$ cat src/rtl/ca_pkg.sv
// Shared types and the combinational next-generation function for the CA framebuffer writer.
package ca_pkg;

    localparam int WORD_W        = 20;
    localparam int WORDS_PER_ROW = 64;
    localparam int ROWS          = 1024;

    typedef enum logic [2:0] {IDLE, ARM, SEED, PRIME, RD, CAP, WR} gen_state_t;

    // Bit 0 is the leftmost pixel, so bit i's left neighbour is bit i-1.
    function automatic logic [WORD_W-1:0] ca_word(input logic [7:0] rule, input logic left_bit,
                                                  input logic [WORD_W-1:0] word, input logic right_bit);
        logic [WORD_W+1:0] ext;
        logic [WORD_W-1:0] res;
        ext = {right_bit, word, left_bit};
        res = '0;
        for (int i = 0; i < WORD_W; i++)
            res[i] = rule[{ext[i], ext[i+1], ext[i+2]}];
        return res;
    endfunction

endpackage

$ cat src/rtl/ca_seed_lfsr.sv
// 20-bit Fibonacci LFSR (x^20+x^17+1) supplying random seed rows.
module ca_seed_lfsr #(
    parameter logic [19:0] SEED = 20'hACE1
) (
    input  logic        clk,
    input  logic        rst,
    input  logic        step,
    output logic [19:0] value
);

    always_ff @(posedge clk or posedge rst) begin
        if (rst)
            value <= SEED;
        else if (step)
            value <= {value[18:0], value[19] ^ value[16]};
    end

endmodule

$ cat src/rtl/ca_row_generator.sv
// Writes successive 1-D CA generations into the framebuffer, reading each
// previous row back through RAM port A.
module ca_row_generator #(
    parameter bit          WRAP          = 1'b0,
    parameter logic [19:0] LFSR_SEED     = 20'hACE1,
    parameter int          WORDS_PER_ROW = 64,
    parameter int          ROWS          = 1024
) (
    input  logic        clk108,
    input  logic        reset,
    input  logic        start,
    input  logic [7:0]  rule,
    input  logic        seed_sel,
    input  logic        ready_sig,
    input  logic [19:0] q_a,
    output logic [15:0] address_a,
    output logic [19:0] data_a,
    output logic        wren_a,
    output logic        busy,
    output logic        done
);
    import ca_pkg::*;

    localparam int CW = $clog2(WORDS_PER_ROW);
    localparam int RW = $clog2(ROWS);

    gen_state_t      state, state_nxt;
    logic [7:0]      rule_q;
    logic            sel_q;
    logic [RW-1:0]   row;
    logic [CW-1:0]   col;
    logic [1:0]      phase;
    logic            prev_bit, first_bit;
    logic [19:0]     cur_w, nxt_w;
    logic [19:0]     lfsr_val;
    logic            col_last, col_nxt_last, row_last, prime_last, right_bit;
    logic [15:0]     src_row, dst_row;

    function automatic logic [15:0] word_addr(input logic [15:0] r, input logic [15:0] k);
        return r * 16'(WORDS_PER_ROW) + k;
    endfunction

    assign col_last     = (col == CW'(WORDS_PER_ROW - 1));
    assign col_nxt_last = (col == CW'(WORDS_PER_ROW - 2));
    assign row_last     = (row == RW'(ROWS - 1));
    assign prime_last   = WRAP ? (phase == 2'd3) : (phase == 2'd1);
    assign dst_row      = 16'(row);
    assign src_row      = dst_row - 16'd1;
    assign right_bit    = col_last ? (WRAP ? first_bit : 1'b0) : nxt_w[0];
    assign busy         = (state != IDLE);

    ca_seed_lfsr #(.SEED(LFSR_SEED)) u_lfsr (
        .clk   (clk108),
        .rst   (reset),
        .step  (state == SEED && sel_q),
        .value (lfsr_val)
    );

    always_comb begin
        state_nxt = state;
        address_a = '0;
        data_a    = '0;
        wren_a    = 1'b0;
        case (state)
            IDLE:  if (start) state_nxt = ARM;
            ARM:   if (ready_sig) state_nxt = SEED;
            SEED: begin
                wren_a    = 1'b1;
                address_a = 16'(col);
                if (sel_q)
                    data_a = lfsr_val;
                else if (col == CW'(WORDS_PER_ROW / 2))
                    data_a = 20'h00001;
                if (col_last) state_nxt = PRIME;
            end
            PRIME: begin
                // Wrap mode fetches the last word first so its bit 19 feeds pixel 0.
                address_a = word_addr(src_row, (WRAP && !phase[1]) ? 16'(WORDS_PER_ROW - 1) : 16'd0);
                if (prime_last) state_nxt = col_last ? WR : RD;
            end
            RD: begin
                address_a = word_addr(src_row, 16'(col) + 16'd1);
                state_nxt = CAP;
            end
            CAP: begin
                address_a = word_addr(src_row, 16'(col) + 16'd1);
                state_nxt = WR;
            end
            WR: begin
                wren_a    = 1'b1;
                address_a = word_addr(dst_row, 16'(col));
                data_a    = ca_word(rule_q, prev_bit, cur_w, right_bit);
                if (col_last)
                    state_nxt = row_last ? IDLE : PRIME;
                else
                    state_nxt = col_nxt_last ? WR : RD;
            end
            default: state_nxt = IDLE;
        endcase
    end

    always_ff @(posedge clk108 or posedge reset) begin
        if (reset) begin
            state     <= IDLE;
            rule_q    <= '0;
            sel_q     <= 1'b0;
            row       <= '0;
            col       <= '0;
            phase     <= '0;
            prev_bit  <= 1'b0;
            first_bit <= 1'b0;
            cur_w     <= '0;
            nxt_w     <= '0;
            done      <= 1'b0;
        end else begin
            state <= state_nxt;
            done  <= (state == WR) && col_last && row_last;
            case (state)
                IDLE: if (start) begin
                    rule_q <= rule;
                    sel_q  <= seed_sel;
                end
                ARM: begin
                    row <= '0;
                    col <= '0;
                end
                SEED: begin
                    phase <= '0;
                    if (col_last) begin
                        col <= '0;
                        row <= RW'(1);
                    end else
                        col <= col + 1'b1;
                end
                PRIME: begin
                    phase <= prime_last ? 2'd0 : phase + 2'd1;
                    if (phase == 2'd1) begin
                        if (WRAP)
                            prev_bit <= q_a[19];
                        else begin
                            cur_w    <= q_a;
                            prev_bit <= 1'b0;
                        end
                    end
                    if (phase == 2'd3) begin
                        cur_w     <= q_a;
                        first_bit <= q_a[0];
                    end
                end
                CAP: nxt_w <= q_a;
                WR: begin
                    prev_bit <= cur_w[19];
                    cur_w    <= nxt_w;
                    if (col_last) begin
                        col <= '0;
                        if (!row_last) row <= row + 1'b1;
                    end else
                        col <= col + 1'b1;
                end
                default: ;
            endcase
        end
    end

endmodule

$ cat config.mk
export PLATFORM = sky130hd
export DESIGN_NAME = ca_row_generator
export DESIGN_NICKNAME = d
export VERILOG_FILES = /design/src/rtl/ca_pkg.sv /design/src/rtl/ca_seed_lfsr.sv /design/src/rtl/ca_row_generator.sv
export SDC_FILE = /design/constraint.sdc
export NUM_CORES = 1
export LEC_CHECK = 0
export ABC_CLOCK_PERIOD_IN_PS = 7710
export CAP_MARGIN = 5
export CORE_UTILIZATION = 49
export CTS_BUF_LIST = sky130_fd_sc_hd__clkbuf_2
export CTS_CLUSTER_DIAMETER = 30
export CTS_CLUSTER_SIZE = 20
export DETAILED_ROUTE_END_ITERATION = 10
export DONT_BUFFER_PORTS = 1
export SYNTH_ARGS = -nofsm -noshare
export SYNTH_HDL_FRONTEND = slang
export SYNTH_SLANG_ARGS = --single-unit
$ cat constraint.sdc
create_clock -name clk108 -period 7.71 [get_ports clk108]
set_input_delay 0.771 -clock clk108 [delete_from_list [all_inputs] [get_ports clk108]]
set_output_delay 0.771 -clock clk108 [all_outputs]
set_load 0.01 [all_outputs]
# Word-level counts from Yosys, hierarchy flattened
# Cells that the tools add are included.
# op_classes
order_cmp	20
addsub	7
mux	68
eq_ne	19
bitwise	1
n_reduce_logical	16
# ops
op	n
$lt A3 B4 Y1 const B	20
$pmux W20 S2	2
$pmux W16 S4	1
$bmux W1 S3	20
$mux W20	3
$mux W10	3
$pmux W10 S3	1
$mux W1	24
$pmux W3 S7	1
$eq A6 B6 Y1 const B	3
$add A16 B6 Y16	1
$add A16 B7 Y16	1
$mux W3	5
$ne A2 B2 Y1 const B	6
$pmux W6 S2	1
$add A10 B1 Y10 const B	1
$eq A10 B10 Y1 const B	1
$sub A10 B1 Y10 const B	1
$eq A3 B3 Y1 const B	3
$mux W2	4
$reduce_and A4 Y1	2
$add A6 B1 Y7 const B	1
$add A6 B1 Y6 const B	1
$eq A3 B2 Y1 const B	2
other kinds (15)	23
# totals
register_bits	92
out_inout_bits	39

# Logic depth before layout (Yosys ltp)
# depth
ltp_word	5
mapped_depth	10
ltp_nobuf	8

# Hierarchy
# A second synthesis with hierarchy kept.
# hier_totals
hier_cells	614
area_unflattened_um2	6282.3
# modules_own_cells
mod	area_per_inst_um2	cells_each	seq_area_each_um2	instances
ca_row_generator	5446.5	569	1801.7	1
ca_seed_lfsr	835.8	45	510.5	1

# Worst setup path before layout
# OpenSTA, ideal clock, no wires.
# synth_path
path_kind	reg2out
startpoint	register row[0]
endpoint	output address_a[14]
setup_slack_ps	4457
stages_incl_launch_ff	11
t_arrival_ps	2482
required_time_ps	6939
path_cell_list	dfrtp_1 clkbuf_1 inv_1 ha_1 clkbuf_1 or3b_2 a2111oi_0 a31oi_1 nor2_1 xor2_1 o21ai_0
# synth_via
elab_chain_len	3
word_cells_on_any_way	4
cone_classes	add/sub: 3; mux: 1
# synth_rtl
element	line	text
start, declared	ca_row_generator.sv:30	logic [RW-1:0] row;
start signal, assigned	ca_row_generator.sv:156	if (!row_last) row <= row + 1'b1;
$sub A10 B1 Y10	ca_row_generator.sv:48	assign src_row = dst_row - 16'd1;
$add A16 B7 Y16	ca_row_generator.sv:40	return r * 16'(WORDS_PER_ROW) + k;
$pmux W16 S4 (*)	ca_row_generator.sv:64	case (state)
end, declared	ca_row_generator.sv:16	output logic [15:0] address_a,
# Every way passes the cells marked *; elsewhere a longest branch is shown, timed or not.

# Final worst setup path
# layout_path
startpoint	register state[1]
endpoint	output data_a[11]
# layout_via
elab_chain_len	2
word_cells_on_any_way	3
cone_classes	eq/ne: 2; mux: 1
# layout_rtl
element	line	text
start, declared	ca_row_generator.sv:27	gen_state_t state, state_nxt;
start signal, assigned	ca_row_generator.sv:116	state <= state_nxt;
$eq A3 B3 Y1 or $eq A3 B2 Y1 (tied branches)	ca_row_generator.sv:64	
$pmux W20 S2 (*)	ca_row_generator.sv:64	
end, declared	ca_row_generator.sv:17	output logic [19:0] data_a,
# Marked as above.

==> run metrics <==
status=finished, final reports clean; Cell Int Power=about 620 µW; crit-path max FO=39; Sink Count=approximately 90; Simple-Gate Fraction of Synth Area=about 15%; crit end category=primary output; Initial DRT Pass Iterations=5; largest net degree at the start of global routing=just under 90; GRT Overall Usage=between 20% and 30%; Synth Area in Compound Gates=11.8%; Mapped Area=between 6000 and 7000 µm²; # diodes=0; top_reg_cell synth=dfrtp_1; Setup Viol. Count Final=0; CP arrival=~4200 ps; post-synthesis adder-cell area fraction=slightly above 1%; fraction of layout cells with a size suffix above 1=17.6%; vias per std cell=just over 6; Die H=about 110 µm; reg2reg setup slack=between 3000 and 4000 ps; largest family of logic cells by synthesized area=multiplexers; IO Count=roughly 70; worst setup path start=state[1]; post-synthesis mux area share=between 20% and 30%; CTS tree=done; area share of xor/xnor cells in the synthesized design=2.83%; dpl hpwl=a little over 10,000 µm; GRT busiest layer=met2; CP Launch Type=register; Final Cycle Share=approximately 65%; worst clock skew=about 60 ps; number of global-route vias before repair=4,497; GR Util met1=31.7%; R2R cell count=7; PortBufs=0; fin nets=618; worst-skew pair later-pin latency=approximately 610 ps; capturing point of the worst reg2reg path=row[9]; initial detailed-routing violation count=approximately 330; Initial Util=50.9%; minimum clock period=5000 ps; slew margin rel.=approximately 28%; max_cap viols=0; PwrDens=approximately 140 nW/µm²; LEAKAGE=between 0.002 and 0.003 µW; sequential power share=about three fifths; Logic pwr share=9.8%; ys async rst share=100%; crit path capture=data_a[11]; synth top area cells=dfrtp_1 (34%), mux4_2 (15%), nand2_1 (7.6%); total power after layout=between 800 and 900 µW; hold_ws=between 200 and 300 ps; Critical R2R Launch=state[1]; #FFs+latches synth=between 90 and 100; Crit Path Class=register to primary output; Clk Tree Root Cell=clkbuf_2; DR DRC count=0; Synth area leader=dfrtp_1; initial antenna violation count=0; Area Growth Syn to Fin=1.01%; fmax=approximately 0.20 GHz; CTS buffer count=9; max-slew violations=0; # rows=40; die area=~13,000 µm²; Mean Syn Cell Area=approximately 9.7 µm²; Distinct cells, synth=between 50 and 60; Clock power frac=29.1%; post-synthesis net count=about 680; yosys warns=0; Hold Path Class=input pin to register; Worst Path Required=about 6900 ps; Wirelength per Cell=approximately 19 µm; Post-Route WL=around 15,000 µm; global-route wire length before repair=roughly 24,000 µm; Peak VDD IR=~120 µV; Net Switching=around 240 µW; post-CTS setup buffers=0; die extent in x=~110 µm; Fillers=around 1,200; setup TNS=0 ps; worst slew pin tran=roughly 1100 ps; Sw Ratio=between 20% and 30%; met3 usage=between 3 and 4%; final antenna-violating net count=0; RSZ-0062 raised after global routing=no; register area share after synthesis=~37%; Cells after Synth=640; CTS clk-pin slew, worst paths=300 ps; CORE AREA=12,200 µm²; Post-synth EDFFs=0; final hold viol count=0; Synth top area share=34.0%; H-tree Lvls=3; met2 GRT Util=40.8%; Placer Congestion=between 0.8 and 0.9; GR Overflow Total=0; Clock Tree Buf Depth=2; via count=4,612
[Yosys cell counts, drive strengths merged, types with 2 or more instances]
cell     instances
nand4            4
xnor2           10
o21a             3
and3             3
a311oi           2
nor3            10
nand2          125
o221ai           3
nand3           11
o21ai           69
a31oi            2
nor4             3
nor2b            6
dfrtp           84
a41oi            2
nand2b           6
and2             2
inv              9
a21oi           10
or4              2
a211oi           5
nand3b           2
nor2            28
xor2            10
mux2            30
ha               5
mux2i           39
clkbuf          66
a22o             8
dfstp            8
buf              9
o2111ai          2
o31ai            7
o22ai            2
mux4            40
[cell type report]
cell class,count,area [µm²],area share (%)
inverter,9,35.0,0.561
clock buffer,9,45.0,0.721
clock inverter,7,73.8,1.18
multi-input combinational,464,3540,56.6
tap,168,210,3.36
sequential,92,2310,37.0
timing repair buffer,4,32.5,0.521
[worst max-delay path, stage by stage, from the launching register on]
cell and delay (ps):
dfrtp_1 1040, nand2_1 590, inv_1 650, nand2_2 660, o21ai_0 640
[metal layers]
| layer | part of all wire [%] | vias to the layer above |
|---|---|---|
| met1 | 42 | 2291 |
| met4 | 2.7 | 0 |
| met5 | 0 | - |
| met2 | 50 | 133 |
| li1 | - | 2163 |
| met3 | 4.7 | 25 |
[cells in the final DEF (no fill, tap or decap), types with 6 or more instances in the layout]
cell	n
a21oi_1	10
a22o_1	8
clkbuf_2	9
dfrtp_1	84
dfstp_2	8
inv_1	8
mux2_2	30
mux2i_1	39
mux4_2	40
nand2_1	124
nand2b_1	6
nand3_1	11
nor2_1	28
nor2b_1	6
nor3_1	10
o21ai_0	68
o31ai_1	7
xnor2_1	10
xor2_1	10
[sequential cells by signal, summed over array words and instances, names as in the netlist]
| register | count |
|---|---|
| col | 6 |
| cur_w | 20 |
| done | 1 |
| nxt_w | 20 |
| phase | 2 |
| prev_bit | 1 |
| row | 10 |
| rule_q | 8 |
| sel_q | 1 |
| state | 3 |
| u_lfsr.value | 20 |
[kinds of logic after synthesis]
kind of cell / Yosys count
AOI/OAI and AO/OA: 121
xor gates and xnor gates: 20
adders and majority gates: 5
buffers and inverters: 84
DFF: 92
muxes: 109
and+or+nand+nor: 209
[how the worst min path moves through the flow]
stage                           from                to  slack [ps]  depth (start not counted)
CTS                          q_a[12]         nxt_w[12]         210                          1
global placement    u_lfsr.value[13]  u_lfsr.value[13]         450                          2
global route                 q_a[11]         nxt_w[11]         220                          1
floorplan           u_lfsr.value[10]  u_lfsr.value[10]         440                          2
finish                       q_a[12]         nxt_w[12]         270                          1
detailed placement  u_lfsr.value[15]  u_lfsr.value[15]         450                          2
[what timing repair did]
item / CTS / global route
endpoints found under the hold margin: 6 / 0
endpoints found under the setup margin: 0 / 0
hold buffers: 1 / 0
resized for setup: 0 / 0
[power groups by stage]
| stage | Combinational [µW] | Clock, µW | Sequential, µW |
|---|---|---|---|
| after CTS | 85.6 | 260 | 526 |
| after floorplan | 91.7 | 0 | 509 |
| final | 84.3 | 250 | 526 |
| after global placement | 84.0 | 0 | 533 |
| after global routing | 91.9 | 276 | 530 |
| after detailed placement | 85.3 | 0 | 534 |
[through the flow]
stage	utilization (%)	instances	worst slack (ps)	area, µm²
4_1_cts	51.4	753	2690	6250
3_5_place_dp	50.3	736	3460	6120
2_1_floorplan	-	640	4460	6190
5_1_grt	51.4	753	2360	6250
3_3_place_gp	50.3	736	3580	6120
6_report	51.4	753	2710	6250
Note: power is estimated with default switching activity, not from simulation.
